==> config.mk <==
export PLATFORM = sky130hd
export DESIGN_NAME = lut8_cfg_loader
export DESIGN_NICKNAME = d
export VERILOG_FILES = /design/src/rtl/lut8_cfg_loader.sv
export SDC_FILE = /design/constraint.sdc
export NUM_CORES = 1
export LEC_CHECK = 0
export CORE_MARGIN = 10
export CORE_UTILIZATION = 45
export CTS_BUF_LIST = sky130_fd_sc_hd__clkbuf_8 sky130_fd_sc_hd__clkbuf_16
export DETAILED_ROUTE_END_ITERATION = 7
export GPL_TIMING_DRIVEN = 0
export HOLD_SLACK_MARGIN = 0.15
export PLACE_DENSITY_LB_ADDON = 0.25
export SYNTH_ARGS = -nofsm -noshare
export SYNTH_HDL_FRONTEND = slang
export SYNTH_SLANG_ARGS = --single-unit
==> constraint.sdc <==
create_clock -name clk -period 3.5 [get_ports clk]
set_input_delay 0.7 -clock clk [delete_from_list [all_inputs] [get_ports clk]]
set_output_delay 0.7 -clock clk [all_outputs]
set_load 0.005 [all_outputs]
==> src/rtl/lut8_cfg_loader.sv <==
// Configurable 1-bit lookup table: loaded as CFG_W-bit beats over a valid/ready
// stream, then read with single-cycle latency.
module lut8_cfg_loader #(
  parameter int IN_BITS = 8,
  parameter int CFG_W   = 8
) (
  input  logic               clk,
  input  logic               rst,
  input  logic               cfg_start,
  input  logic [CFG_W-1:0]   cfg_data,
  input  logic               cfg_valid,
  output logic               cfg_ready,
  output logic               cfg_done,
  output logic               cfg_err,
  output logic               loaded,
  input  logic [IN_BITS-1:0] M0,
  input  logic               in_valid,
  output logic               M1,
  output logic               out_valid
);

  localparam int DEPTH = 1 << IN_BITS;
  localparam int BEATS = DEPTH / CFG_W;
  localparam int CNT_W = (BEATS > 1) ? $clog2(BEATS) : 1;

  typedef enum logic [1:0] {
    IDLE,
    LOAD,
    READY
  } state_t;

  state_t             state_q, state_d;
  logic [CNT_W-1:0]   beat_cnt_q, beat_cnt_d;
  logic [DEPTH-1:0]   table_q, table_d;
  logic               loaded_q, loaded_d;
  logic               cfg_done_q, cfg_done_d;
  logic               cfg_err_q, cfg_err_d;
  logic               m1_q, m1_d;
  logic               out_valid_q, out_valid_d;

  logic               beat_accept;
  logic               last_beat;
  logic               lookup_accept;
  logic [IN_BITS-1:0] wr_base;

  assign cfg_ready     = (state_q == LOAD);
  // A start request takes priority over a beat offered in the same cycle.
  assign beat_accept   = cfg_ready && cfg_valid && !cfg_start;
  assign last_beat     = (beat_cnt_q == CNT_W'(BEATS - 1));
  assign lookup_accept = (state_q == READY) && in_valid;
  assign wr_base       = IN_BITS'(beat_cnt_q) * IN_BITS'(CFG_W);

  always_comb begin
    // NOTE: every signal gets a default before any branch, so no path leaves
    // a value unassigned and no latch is inferred.
    state_d     = state_q;
    beat_cnt_d  = beat_cnt_q;
    table_d     = table_q;
    loaded_d    = loaded_q;
    cfg_done_d  = 1'b0;
    cfg_err_d   = 1'b0;
    m1_d        = m1_q;
    out_valid_d = 1'b0;

    case (state_q)
      IDLE, READY: begin
        if (cfg_start) begin
          state_d    = LOAD;
          beat_cnt_d = '0;
          loaded_d   = 1'b0;
        end
      end
      LOAD: begin
        if (cfg_start) begin
          // Restart keeps already-written entries; the new image overwrites them.
          beat_cnt_d = '0;
          cfg_err_d  = 1'b1;
        end else if (beat_accept) begin
          table_d[wr_base +: CFG_W] = cfg_data;
          if (last_beat) begin
            state_d    = READY;
            beat_cnt_d = '0;
            loaded_d   = 1'b1;
            cfg_done_d = 1'b1;
          end else begin
            beat_cnt_d = beat_cnt_q + 1'b1;
          end
        end
      end
      default: begin
        state_d = IDLE;
      end
    endcase

    // Reads the pre-write table, so a lookup issued alongside cfg_start sees the old image.
    if (lookup_accept) begin
      m1_d        = table_q[M0];
      out_valid_d = 1'b1;
    end
  end

  always_ff @(posedge clk) begin
    if (rst) begin
      state_q     <= IDLE;
      beat_cnt_q  <= '0;
      // NOTE: the table is cleared on reset so a discarded partial image can
      // never be read back; this costs a reset net on every storage bit.
      table_q     <= '0;
      loaded_q    <= 1'b0;
      cfg_done_q  <= 1'b0;
      cfg_err_q   <= 1'b0;
      m1_q        <= 1'b0;
      out_valid_q <= 1'b0;
    end else begin
      // NOTE: non-blocking assignments so every flop samples pre-edge values.
      state_q     <= state_d;
      beat_cnt_q  <= beat_cnt_d;
      table_q     <= table_d;
      loaded_q    <= loaded_d;
      cfg_done_q  <= cfg_done_d;
      cfg_err_q   <= cfg_err_d;
      m1_q        <= m1_d;
      out_valid_q <= out_valid_d;
    end
  end

  assign cfg_done  = cfg_done_q;
  assign cfg_err   = cfg_err_q;
  assign loaded    = loaded_q;
  assign M1        = m1_q;
  assign out_valid = out_valid_q;

endmodule

==> qor.yml <==
outcome:
  outcome: "finished clean"
setup_path:
  r2r-end: "table_q[200]$_SDFFE_PP0P_"
  cp_max_fo: 10
  cp-end-kind: "register"
  arrival_ns: 3.76
  cp.required_ns: 3.93
  crit_start: "beat_cnt_q[0]$_SDFFE_PP0P_"
  crit_path_start_kind: "register"
  r2r-start: "beat_cnt_q[0]$_SDFFE_PP0P_"
  max_stage_delay_ns: 0.54
  crit_chain: "clkbuf_1 > inv_1 > ha_1 > nor3b_1 > mux2_2 > nor3_2 > nand2_1 > mux2i_1 > nor2_1"
  worst_path_max_delay_cell: "nor3_2"
  crit_type: "reg2reg"
  reg2reg_slack_ns: 0.17
  worstRegToRegCells: 9
  critPathCapture: "table_q[200]$_SDFFE_PP0P_"
cells_and_area:
  fillers: 2452
  areaGrowthSynthToFinish_pct: 13.7
  post-route-cell-area_um2: 14100
  post_route_cells_drive_above_1_share_pct: 11.5
  final_nets: 1307
  final_cells: 1642
timing:
  fin_crit_ns: 3.33
  clock_skew_ns: 0.0169
  fin_crit_sh_pct: 95.2
  fin_ws_ns: 0.168
  slew_headroom_pct: 25.1
  hold_viol: 0
  fmax_ghz: 0.300
  finalSetupViolCount: 0
  rsz0062_at_grt: "no"
  maxSlewViolCount: 0
  fin_tns_setup_ns: 0
  worstMarginPinSlew_ns: 1.12
pwr:
  peakVddDrop_mv: 0.376
  internal_power_w: 0.00507
  p_seq_share_pct: 46.3
  sw_frac_of_total_pct: 23.2
  power_frac_clock_pct: 48.5
  p_switching_w: 0.00153
  power_density_nw_per_um2: 468
  pwr-share-comb_pct: 5.2
  p_leak_nw: 6.64
drt:
  wl_per_cell_um: 22.9
  first_pass_iters: 5
  num_vias: 9550
  first_iter_violations: 974
  routed_wl_um: 37600
  drc_errors: 0
  vias_per_cell: 5.82
  drtAntennaViolNets: 0
min_path:
  worstHoldPathType: "reg2reg"
  worstHoldPathCells: 2
clock_network:
  tritoncts: "built"
  path_clk_slew_ns: 0.06
  cts_sinks: 268
  post_cts_buffers: 0
  numCtsBuffers: 30
  cts-resized-gates: 2
  cts-root-buf: "clkbuf_16"
  ctsHoldBuffers: 0
  clk_latency_ns: 0.56
  htree_levels: 1
  clk_path_buf_depth: 3
synthesis:
  synth_top_family_by_area: "multiplexers"
  synth_fa_ha_area_share_pct: 0.706
  synthFlopType: "dfxtp_1"
  ys_top_cells_by_area: "dfxtp_1 43%, mux2i_1 20%, mux4_2 11%, nor2_1 7.4%, and2_1 2.5%"
  synthMuxAreaShare_pct: 31.4
  syn_inst: 1227
  ys_seq_area_share_pct: 43.3
  synth_top_area_share_pct: 43.3
  ys_warn_count: 0
  yosys.area_share.simple_pct: 17.3
  yosysMostFrequentCell: "dfxtp_1"
  synth-xor-area-share_pct: 0.283
  synth_compound_area_share_pct: 3.94
  synth_cell_types: 56
  ys_ff_latch: 268
  synth_top_cell_by_area: "dfxtp_1"
  synth_fp_nets: 1255
  ys_async_sr_fraction_pct: 0
  synth.cells.most_frequent: "268 x dfxtp_1, 246 x mux2i_1, 244 x nor2_1"
  synthesis.area_um2: 12400
  synth-edff-count: 0
  postSynthAreaPerCell_um2: 10.1
global_routing:
  track_usage_pct: 21.5
  grt_overflow: 0
  grt_max_degree: 20
  grt_pass1_vias: 9113
  grt_first_pass_wirelength_um: 56200
  antenna_found_initial: 1
placed_design:
  pre_cts_slack_ns: -0.618
  port_buffers: 22
  place_area_um2: 13100
  dp_cells: 1591
  gp_congestion: 0.958
  dpl.hpwl_um: 27000
floorplanning:
  fp-row-count: 60
  start_util_pct: 45.9
  die_h_um: 186
  core_um2: 27000
  dieArea_um2: 34600
  fp.dieW_um: 186
  ios: 27
job:
  cap_violations: 0
==> critical path: cells and delay by family (launching register included) <==
| family | cells | cell delay, ns |
|---|---|---|
| fa+ha+maj | 1 | 0.25 |
| flops | 1 | 0.49 |
| simple gates | 4 | 1.25 |
| buf+inv | 2 | 0.58 |
| mux | 2 | 0.62 |
==> metrics by stage <==
step	total power, W	utilization [%]	hold slack, ns
after CTS	0.00661	52.0	0.454
after global placement	0.00346	48.3	0.440
after floorplan	0.00332	-	0.433
after global routing	0.00676	52.1	0.465
after detailed placement	0.00346	48.3	0.446
final	0.00660	52.1	0.453
==> worst min path at each step <==
stage                         startpoint                   endpoint  slack [ns]
2_1_floorplan  table_q[130]$_SDFFE_PP0P_  table_q[130]$_SDFFE_PP0P_        0.43
3_3_place_gp   table_q[134]$_SDFFE_PP0P_  table_q[134]$_SDFFE_PP0P_        0.44
3_5_place_dp   table_q[130]$_SDFFE_PP0P_  table_q[130]$_SDFFE_PP0P_        0.45
4_1_cts        table_q[130]$_SDFFE_PP0P_  table_q[130]$_SDFFE_PP0P_        0.45
5_1_grt        table_q[130]$_SDFFE_PP0P_  table_q[130]$_SDFFE_PP0P_        0.47
6_report        table_q[32]$_SDFFE_PP0P_   table_q[32]$_SDFFE_PP0P_        0.45
==> cell families (layout without fill, tap and decap cells) <==
family                   count (synthesis)  in the layout
buffers and inverters                   87            160
flip-flops                             268            268
adder cells (fa/ha/maj)                  7              7
multiplexers                           311            311
XOR/XNOR                                 4              4
AO/OA/AOI/OAI                           77             77
AND/OR/NAND/NOR                        473            473
other                                    0              1
==> final cells by class <==
| class | count | area, um^2 | area share (%) |
|---|---|---|---|
| Timing Repair Buffer | 23 | 225 | 1.60 |
| Sequential cell | 268 | 5370 | 38.1 |
| Tap cell | 341 | 427 | 3.03 |
| Buffer | 73 | 340 | 2.42 |
| Multi-Input combinational cell | 872 | 6690 | 47.5 |
| Clock inverter | 17 | 159 | 1.13 |
| Inverter | 11 | 41.3 | 0.293 |
| Antenna cell | 1 | 2.50 | 0.0178 |
| Clock buffer | 36 | 845 | 5.99 |
==> layer usage <==
metal	vias up	part of all wire [%]	track usage (%)
met5	-	0	0
met4	0	2.0	6.19
met3	61	8.3	3.45
met2	379	45	33.5
met1	4689	45	30.0
li1	4421	-	-
==> cells in the final DEF (no fill, tap or decap), drive strengths merged, types with 23 or more instances in the layout <==
cell,instances
mux4,61
and2,50
dfxtp,268
nand2,78
nor2,244
mux2i,246
clkbuf,87
nand3,47
a21oi,42
buf,23
==> power groups by stage <==
stage,sequential (W),combinational [W],clock [W]
6_report,0.00306,0.000344,0.00320
2_1_floorplan,0.00312,0.000193,0
3_5_place_dp,0.00312,0.000338,0
5_1_grt,0.00306,0.000360,0.00335
4_1_cts,0.00306,0.000338,0.00322
3_3_place_gp,0.00312,0.000337,0
==> state kept, by name, summed over array words and instances, names as in the netlist <==
signal and count:
beat_cnt_q 5, loaded 1, out_valid 1, table_q 256, M1 1, state_q 2
cfg_done 1, cfg_err 1
(Power assumes the default switching activity.)
